`config.mk`:
```
export PLATFORM = sky130hd
export DESIGN_NAME = ram_ctrl
export DESIGN_NICKNAME = d
export VERILOG_FILES = /design/src/rtl/ram_ctrl.sv
export SDC_FILE = /design/constraint.sdc
export NUM_CORES = 1
export LEC_CHECK = 0
export CAP_MARGIN = 5
export CORE_MARGIN = 2
export CORE_UTILIZATION = 30
export DETAILED_ROUTE_END_ITERATION = 7
export MAX_ROUTING_LAYER = met4
export SETUP_SLACK_MARGIN = 0.4
export SLEW_MARGIN = 20
export SYNTH_ARGS = -nofsm -noshare
export SYNTH_HDL_FRONTEND = slang
export SYNTH_SLANG_ARGS = --single-unit
```
`constraint.sdc`:
```
create_clock -name clk -period 1.4 [get_ports clk]
set_input_delay 0.21 -clock clk [delete_from_list [all_inputs] [get_ports clk]]
set_output_delay 0.21 -clock clk [all_outputs]
set_load 0.02 [all_outputs]
```
`src/rtl/ram_ctrl.sv`:
```
// Request sequencer for the 4x4 RAM: valid/ready request port in, active-low RAM strobes out.
// Define RAM_CTRL_VERIFY_EN to add a read-back verify after every write (wr_err on mismatch).
module ram_ctrl #(
  parameter int ADDR_W = 4,
  parameter int DATA_W = 4,
  parameter int DEPTH  = 4
) (
  input  logic              clk,
  input  logic              rst_n,
  input  logic              req_valid,
  output logic              req_ready,
  input  logic              req_wr,
  input  logic [ADDR_W-1:0] req_addr,
  input  logic [DATA_W-1:0] req_wdata,
  output logic              rsp_valid,
  output logic [DATA_W-1:0] rsp_rdata,
  output logic              req_err,
  output logic              wr_err,
  output logic              ram_rd_ena,
  output logic              ram_wr_ena,
  output logic [ADDR_W-1:0] ram_addr,
  output logic [DATA_W-1:0] ram_data_in,
  input  logic [DATA_W-1:0] ram_data_out
);

`ifdef RAM_CTRL_VERIFY_EN
  typedef enum logic [2:0] {S_IDLE, S_WR, S_RD, S_CAP, S_VRD, S_VCAP} state_t;
`else
  typedef enum logic [2:0] {S_IDLE, S_WR, S_RD, S_CAP} state_t;
`endif

  // One extra bit so DEPTH == 2**ADDR_W is representable and never rejects.
  localparam logic [ADDR_W:0] LP_DEPTH = (ADDR_W+1)'(DEPTH);

  state_t              r_state;
  state_t              w_next;
  logic                w_accept;
  logic                w_oor;
  logic                w_rd_ena_n;
  logic                w_wr_ena_n;
  logic                r_ram_rd_ena;
  logic                r_ram_wr_ena;
  logic [ADDR_W-1:0]   r_ram_addr;
  logic [DATA_W-1:0]   r_ram_data_in;
  logic                r_rsp_valid;
  logic [DATA_W-1:0]   r_rsp_rdata;
  logic                r_req_err;

  assign w_accept = req_valid && (r_state == S_IDLE);
  assign w_oor    = ({1'b0, req_addr} >= LP_DEPTH);

  always_ff @(posedge clk or negedge rst_n) begin
    if (!rst_n) r_state <= S_IDLE;
    else        r_state <= w_next;
  end

  // Enables are derived from the next state so the registered strobes line up with the state.
  always_comb begin
    w_next     = r_state;
    w_rd_ena_n = 1'b1;
    w_wr_ena_n = 1'b1;
    case (r_state)
      S_IDLE: if (w_accept && !w_oor) w_next = req_wr ? S_WR : S_RD;
`ifdef RAM_CTRL_VERIFY_EN
      S_WR:   w_next = S_VRD;
      S_VRD:  w_next = S_VCAP;
      S_VCAP: w_next = S_IDLE;
`else
      S_WR:   w_next = S_IDLE;
`endif
      S_RD:   w_next = S_CAP;
      S_CAP:  w_next = S_IDLE;
      default: w_next = S_IDLE;
    endcase
`ifdef RAM_CTRL_VERIFY_EN
    if (w_next == S_RD || w_next == S_VRD) w_rd_ena_n = 1'b0;
`else
    if (w_next == S_RD) w_rd_ena_n = 1'b0;
`endif
    if (w_next == S_WR) w_wr_ena_n = 1'b0;
  end

  always_ff @(posedge clk or negedge rst_n) begin
    if (!rst_n) begin
      r_ram_rd_ena  <= 1'b1;
      r_ram_wr_ena  <= 1'b1;
      r_ram_addr    <= '0;
      r_ram_data_in <= '0;
      r_rsp_valid   <= 1'b0;
      r_rsp_rdata   <= '0;
      r_req_err     <= 1'b0;
    end else begin
      r_ram_rd_ena <= w_rd_ena_n;
      r_ram_wr_ena <= w_wr_ena_n;
      if (w_accept && !w_oor) begin
        r_ram_addr <= req_addr;
        if (req_wr) r_ram_data_in <= req_wdata;
      end
      r_req_err   <= w_accept && w_oor;
      r_rsp_valid <= (r_state == S_CAP);
      if (r_state == S_CAP) r_rsp_rdata <= ram_data_out;
    end
  end

`ifdef RAM_CTRL_VERIFY_EN
  logic r_wr_err;

  // ram_data_in still holds the written word during VCAP, so it doubles as the reference.
  always_ff @(posedge clk or negedge rst_n) begin
    if (!rst_n) r_wr_err <= 1'b0;
    else        r_wr_err <= (r_state == S_VCAP) && (ram_data_out != r_ram_data_in);
  end

  assign wr_err = r_wr_err;
`else
  assign wr_err = 1'b0;
`endif

  assign req_ready   = (r_state == S_IDLE);
  assign rsp_valid   = r_rsp_valid;
  assign rsp_rdata   = r_rsp_rdata;
  assign req_err     = r_req_err;
  assign ram_rd_ena  = r_ram_rd_ena;
  assign ram_wr_ena  = r_ram_wr_ena;
  assign ram_addr    = r_ram_addr;
  assign ram_data_in = r_ram_data_in;

endmodule

```
Word level (Yosys, flattened, before mapping)
Cells that the tools add are included.

$lt $le $gt $ge: 1. Equality and inequality tests: 4. Mux-type cells: 5. Reductions and logical operators: 6.

Operator list (count): $eq 3x2->1 const B (3); $pmux 3 s2 (1); $ge 4x3->1 const B (1); $eq 3x1->1 const B (1); $logic_and 1x1->1 (3); $logic_not 3->1 (1); $mux 3 (1); $mux 1 (2); $mux 2 (1); $reduce_and 2->1 (1); $logic_not 1->1 (1).

Register bits after elaboration: 19. Bits of input ports: 16. Output and inout port bits: 18.

Depth between registers and ports, before layout
Gate-level depths: netlist (run 1).

Depth in word-level cells: 7. Gate-level depth with buffers: 3. Depth with buffers taken out: 3.

Worst setup path after synthesis (run 1)
No wires, ideal clock.

Kind: register to register. Start: register r_state[1]. End: register r_ram_addr[0] (netlist: ram_addr[0]). Setup time: 125 ps. Arrival time: 1276 ps. Path slack: -1 ps. Cell stages (with the launch flop): 4. Cells stage by stage: dfrtp_1 -> nor3_4 -> nand3_1 -> mux2_2.

Longest elaborated chain between the ends: 3.

Ends and longest elaborated chain: start, declared (RTL line 35) `state_t r_state;`; start signal, assigned (RTL line 54) `else r_state <= w_next;`; $logic_not 3->1; named net req_ready (RTL line 11) `output logic req_ready,`; $logic_and 1x1->1 (RTL line 49) `assign w_accept = req_valid && (r_state == S_IDLE);`; $logic_and 1x1->1 (RTL line 95) `if (w_accept && !w_oor) begin`; end signal, assigned (RTL line 96) `r_ram_addr <= req_addr;`; end, declared (RTL line 43) `logic [ADDR_W-1:0] r_ram_addr;`.

The timed path passes the listed nets, and every way through them passes these cells. A chain may end at the register's enable or synchronous reset.

Worst setup path after layout (run 1)
Start: register r_state[2]. End: register r_rsp_rdata[3] (netlist: rsp_rdata[3]).

Longest elaborated chain between the ends: 1.

Ends and longest elaborated chain: $eq 3x2->1 (RTL line 101) `if (r_state == S_CAP) r_rsp_rdata <= ram_data_out;`; end signal, assigned (RTL line 101); end, declared (RTL line 46) `logic [DATA_W-1:0] r_rsp_rdata;`.

Every way passes these cells.

==> impl_metrics.toml, run 1 <==
[floorplanning]
io_pins = 34
start_util = 0.321
coreArea_sq_um = 2230
rows = 17
die_w_um = 52.9
die_y_um = 52.9
die_area_sq_um = 2800

[layout]
postLayoutCoreUtil = 0.571
fill_cells = 186
antennaDiodeCount = 0
final_common_cell = "buf_6"
nNetsFinal = 114
final_layout_size_suffix_gt1_frac = 0.567
final_cell_mix = "buf_6 (19), dfrtp_1 (17), clkdlybuf4s50_1 (13), buf_4 (13), mux2_2 (7)"
syn2layout_area_growth_pct = 78.0

[synthesis]
synth-xor-area-share = 0
synth.yosys.warnings = 0
synthSimpleGateAreaFrac = 0.126
synth_adder_area_share = 0
synth_cells = 46
synth_top_family_by_area = "multiplexers"
synth-compound-area-share = 0.0192
ys_ff_latch = 19
synth_area_sq_um = 717
synthMuxAreaShare = 0.157
syn_avg_cell_area_sq_um = 15.6
ys_seq_area_frac = 0.667
ys_types = 17

[drt]
totalWireLength_mm = 1.47
drt_first_pass_iters = 2
vias = 529
postRouteAntennaNets = 0
drt_iter0_drc = 2
routedWlPerCell_um = 11.7
drc_errors = 0
via_per_inst = 4.23

[grt]
grt_antenna_before_repair = 0
grt_max_degree = 20
track_usage = 0.126
overflow = 0
grt_pass1_wl_mm = 2.42
grt_pass1_vias = 554

[clock_tree]
cts_tree = "done"
clock_path_buffers = 2
hold_buffers = 0
insertion_delay_ps = 290
root_buffer = "clkbuf_4"
ctsHtreeMaxLevel = 1
clkTransAtPathRegs_ps = 100
cts_sinks = 19
cts_buffers = 3

[hold_path]
hp-class = "input pin to asynchronous set/reset pin"

[place]
place.gp.congestion = 0.716
place_hpwl_mm = 1.01
io_buffers = 32

[sta]
rsz0062_at_grt = "true"
fin_crit_sh = 0.968
setup-tns-final_ps = 0
finClkSkew_ps = 0.672
slew_viol_final = 0
hold_viol = 0
setup_viol = 0
max_freq_ghz = 0.738
period_needed_ps = 1360

[worst_setup_path]
crit_slowest_cell = "dfrtp_1"
crit_type = "flop to flop"
cp_top_family = "flip-flops"
cpPeakStageDelay_ps = 430
start_kind = "flop"
worstPathArrival_ps = 1540
cp_num_buf_inv = 1
critPathMaxFanout = 5
rrSetupSlack_ps = 40
path_cells = "buf_6 -> nand3b_1 -> mux2_4"
cp.required_ps = 1590
end_kind = "flop"

[status]
status = "complete, no violations"

[pwr]
power_density_nw_per_um2 = 980
vdd_ir_drop_max_mv = 0.721
p_leak_uw = 0.000618

[flow_run]
max-cap-violations = 0
==> path summary, 6_finish.rpt <==
kind                       cells after the start                  endpoint               startpoint
max                                            3  rsp_rdata[3]$_DFFE_PN0P_     r_state[2]$_DFF_PN0_
min                                            2  rsp_rdata[1]$_DFFE_PN0P_                    rst_n
max reg2reg                                    3  rsp_rdata[3]$_DFFE_PN0P_     r_state[2]$_DFF_PN0_
max in group asynchronous                      2      ram_wr_ena$_DFF_PN1_                    rst_n
min in group clk                               4      ram_wr_ena$_DFF_PN1_              req_addr[3]
min reg2reg                                    1   ram_addr[0]$_DFFE_PN0P_  ram_addr[0]$_DFFE_PN0P_
==> synthesized netlist by cell type <==
cell type | instances | area [sq um]
and3b_2 | 1 | 10.0
dfrtp_1 | 17 | 425
buf_4 | 1 | 7.51
mux2_2 | 10 | 113
a31oi_1 | 1 | 6.26
nor3_4 | 1 | 16.3
nor2_1 | 1 | 3.75
nor3_1 | 1 | 5.00
nand3b_1 | 1 | 7.51
nand4_4 | 1 | 21.3
a211oi_1 | 1 | 7.51
dfstp_2 | 2 | 52.6
inv_1 | 3 | 11.3
and2_2 | 2 | 15.0
nand3_1 | 1 | 5.00
nand4_1 | 1 | 6.26
conb_1 | 1 | 3.75
==> cells by family (layout without fill, tap and decap cells) <==
group	after synthesis	count (layout)
AND/OR/NAND/NOR	10	10
multiplexers	10	10
buffers and inverters	4	54
other	1	2
flip-flops	19	19
AO/OA/AOI/OAI	2	2
==> metal layers <==
| layer | track usage | part of all wire |
|---|---|---|
| met5 | - | 0 |
| met2 | 0.185 | 0.48 |
| met3 | 0.0339 | 0.065 |
| met1 | 0.159 | 0.43 |
| met4 | 0.0641 | 0.020 |
==> what timing repair did <==
item                       in CTS  in global routing
hold endpoints to repair        0                  0
pin swaps                       3                  2
gates resized for setup       104                  8
buffers inserted                3                  3
setup endpoints to repair      34                 35
==> report_power, final <==
group	internal, uW	switching (uW)	total (uW)
sequential	603	37.1	640
clock	111	162	273
combinational	198	140	338
==> state kept, by name, summed over array words and instances, names as in the netlist <==
signal,count
ram_addr,4
ram_data_in,4
rsp_rdata,4
r_state,3
ram_rd_ena,1
ram_wr_ena,1
req_err,1
rsp_valid,1
==> per-stage QoR <==
step                      std cells  power (uW)  worst slack [ps]  area, sq um  hold slack, ps
after global routing            125        1330             -16.3         1280             230
after detailed placement        115         957             -84.0         1140             492
after global placement          115         954             -61.6         1140             488
final                           125        1250              45.0         1280             229
after CTS                       122        1260              49.7         1220             224
after floorplan                  47         769              5.60          728           -85.6
==> area by class of cell <==
| cell class | instances | area (sq um) | share of cell area |
|---|---|---|---|
| Clock buffer | 4 | 26.3 | 0.0206 |
| Inverter | 3 | 11.3 | 0.00882 |
| Multi-Input combinational cell | 24 | 263 | 0.206 |
| Sequential cell | 19 | 478 | 0.375 |
| Tap cell | 28 | 35.0 | 0.0275 |
| Timing Repair Buffer | 47 | 463 | 0.363 |
No activity file was read; power rests on OpenSTA's default activity.
==> inputs of run 2 (changes only) <==
--- a/config.mk
+++ b/config.mk
@@ -6,10 +6,13 @@
 export NUM_CORES = 1
 export LEC_CHECK = 0
 export CAP_MARGIN = 5
+export CELL_PAD_IN_SITES_DETAIL_PLACEMENT = 1
+export CELL_PAD_IN_SITES_GLOBAL_PLACEMENT = 2
 export CORE_MARGIN = 2
-export CORE_UTILIZATION = 30
+export CORE_UTILIZATION = 25
 export DETAILED_ROUTE_END_ITERATION = 7
 export MAX_ROUTING_LAYER = met4
+export PLACE_DENSITY_LB_ADDON = 0.12
 export SETUP_SLACK_MARGIN = 0.4
 export SLEW_MARGIN = 20
 export SYNTH_ARGS = -nofsm -noshare
==> run 2 against run 1 <==
  * Clock-buffer cell count decreased by 1
  * First-iteration DRC count rose to 3.0 times the previous value
  * Sequential power about the same
  * Worst setup slack worse by 5.2 ps
  * Combinational power up 6.5%
  * Cell count increased by 4.0%
  * Clock skew grew 2.4 ps
  * Sequential share of layout area down 1.0 points
  * Fmax down 0.38%
  * Design area grew 2.8%
  * Register-to-register slack is essentially flat
  * Largest power group unchanged
==> impl_metrics.toml, run 2 (synthesized netlist as in run 1, its figures left out) <==
[layout]
final_layout_size_suffix_gt1_frac = 0.596
antennaDiodeCount = 0
final_common_cell = "buf_6"
final_cell_mix = "buf_6 (22), dfrtp_1 (17), clkdlybuf4s50_1 (13)"
syn2layout_area_growth_pct = 83.1
nNetsFinal = 116

[drt]
drc_errors = 0
drt_iter0_drc = 6
routedWlPerCell_um = 13.6
vias = 551
drt_first_pass_iters = 3
postRouteAntennaNets = 0
totalWireLength_mm = 1.77
via_per_inst = 4.24

[pwr]
p_leak_uw = 0.000639
power_uw = 1280
power_density_nw_per_um2 = 974
vdd_ir_drop_max_mv = 0.511

[hold_path]
hp-class = "input pin to asynchronous set/reset pin"

[worst_setup_path]
cpPeakStageDelay_ps = 430
cp.required_ps = 1590
path_cells = "nor3_4 -> buf_6 -> nand4_4 -> mux2_2"
crit_type = "flop to flop"
critPathMaxFanout = 6
end_kind = "flop"
worstPathArrival_ps = 1550
start_kind = "flop"
crit_slowest_cell = "dfrtp_1"

[sta]
setup_viol = 0
rsz0062_at_grt = "true"
hold_ws_ps = 248
period_needed_ps = 1360
slew_viol_final = 0
worst_slack_ps = 39.8
hold_viol = 0
max_freq_ghz = 0.735
fin_crit_sh = 0.972
finClkSkew_ps = 3.08

[clock_tree]
root_buffer = "clkbuf_4"
ctsHtreeMaxLevel = 1
clock_path_buffers = 2
cts_sinks = 19
insertion_delay_ps = 290
cts_tree = "done"
cts_buffers = 3
hold_buffers = 0
clkTransAtPathRegs_ps = 110

[place]
place_hpwl_mm = 1.22
place.gp.congestion = 0.618
io_buffers = 32
dp_slack_ps = -62.7

[floorplanning]
die_w_um = 57.6
start_util = 0.262
die_area_sq_um = 3310
io_pins = 34
rows = 19
coreArea_sq_um = 2730
die_y_um = 57.6

[grt]
track_usage = 0.109
grt_max_degree = 20
grt_pass1_wl_mm = 2.67
grt_pass1_vias = 577
grt_antenna_before_repair = 0
overflow = 0

[flow_run]
max-cap-violations = 0

[status]
status = "complete, no violations"
-- run 2: cell types whose count changed in the layout (fill, tap and decap cells not counted) --
| cell | change |
|---|---|
| buf_6 | +3 |
| a211oi_1 | -1 |
| a211oi_2 | +1 |
| buf_4 | -1 |
| clkbuf_1 | -1 |
| clkinv_2 | +1 |
| dlygate4sd2_1 | -1 |
| dlymetal6s2s_1 | +1 |
| mux2_2 | +1 |
| mux2_4 | -1 |
-- run 2: where the power goes --
| group | switching, uW | leakage [uW] | internal, uW | total, uW |
|---|---|---|---|---|
| Clock | 170 | 0.0000177 | 106 | 277 |
| Combinational | 147 | 0.000386 | 212 | 360 |
| Sequential | 38.9 | 0.000235 | 603 | 642 |
| Total | 356 | 0.000639 | 922 | 1280 |
-- run 2: metal layers --
layer  vias to the layer above  part of all wire  global-route usage
met1                       272              0.42               0.141
met2                        18              0.53               0.169
li1                        261                 -                   -
met3                         0             0.046              0.0204
met4                         0                 0              0.0399
met5                         -                 0                   -
-- run 2: worst max-delay path: cells and delay by family (launching register included) --
family	cells	cell delay, ps
buffers and inverters	1	150
DFF	1	430
muxes	1	310
and+or+nand+nor	2	380
-- run 2: stage by stage --
step                utilization  area [sq um]  TNS (ps)  std cells
finish                    0.480          1310         0        130
CTS                       0.455          1240         0        125
global route              0.480          1310     -91.9        130
detailed placement        0.420          1150      -334        118
floorplan                     -           728         0         47
global placement          0.420          1150      -222        118
-- run 2: cell type report --
cell class | count | area, sq um
clock buffer | 3 | 22.5
clock inverter | 1 | 5.00
fill | 289 | 1420
inverter | 3 | 11.3
multi-input combinational | 24 | 264
sequential | 19 | 478
tap | 31 | 38.8
timing repair buffer | 49 | 493
-- run 2: worst paths after layout --
| kind | slack [ps] | startpoint | end | cells after the start |
|---|---|---|---|---|
| max in group asynchronous | 890 | rst_n | ram_wr_ena$_DFF_PN1_ | 2 |
| worst min-delay path | 250 | rst_n | rsp_rdata[2]$_DFFE_PN0P_ | 2 |
| min in group clk | 370 | req_addr[2] | ram_wr_ena$_DFF_PN1_ | 4 |
| worst max register to register | 40 | r_state[1]$_DFF_PN0_ | ram_data_in[0]$_DFFE_PN0P_ | 4 |
| worst max-delay path | 40 | r_state[1]$_DFF_PN0_ | ram_data_in[0]$_DFFE_PN0P_ | 4 |
| worst min register to register | 540 | rsp_rdata[2]$_DFFE_PN0P_ | rsp_rdata[2]$_DFFE_PN0P_ | 1 |
-- run 2: timing repair --
item / 4_1_cts / 5_1_grt
gates resized for setup: 107 / 8
pin swaps: 4 / 3
hold endpoints to repair: 0 / 0
setup buffers: 3 / 5
setup endpoints to repair: 34 / 35
==> inputs of run 3 (changes only) <==
--- a/config.mk
+++ b/config.mk
@@ -11,6 +11,7 @@
 export CORE_MARGIN = 2
 export CORE_UTILIZATION = 25
 export DETAILED_ROUTE_END_ITERATION = 7
+export HOLD_SLACK_MARGIN = 0.12
 export MAX_ROUTING_LAYER = met4
 export PLACE_DENSITY_LB_ADDON = 0.12
 export SETUP_SLACK_MARGIN = 0.4
==> results of run 3 <==
No change in the layout: final DEF, timing and power equal those of run 2.
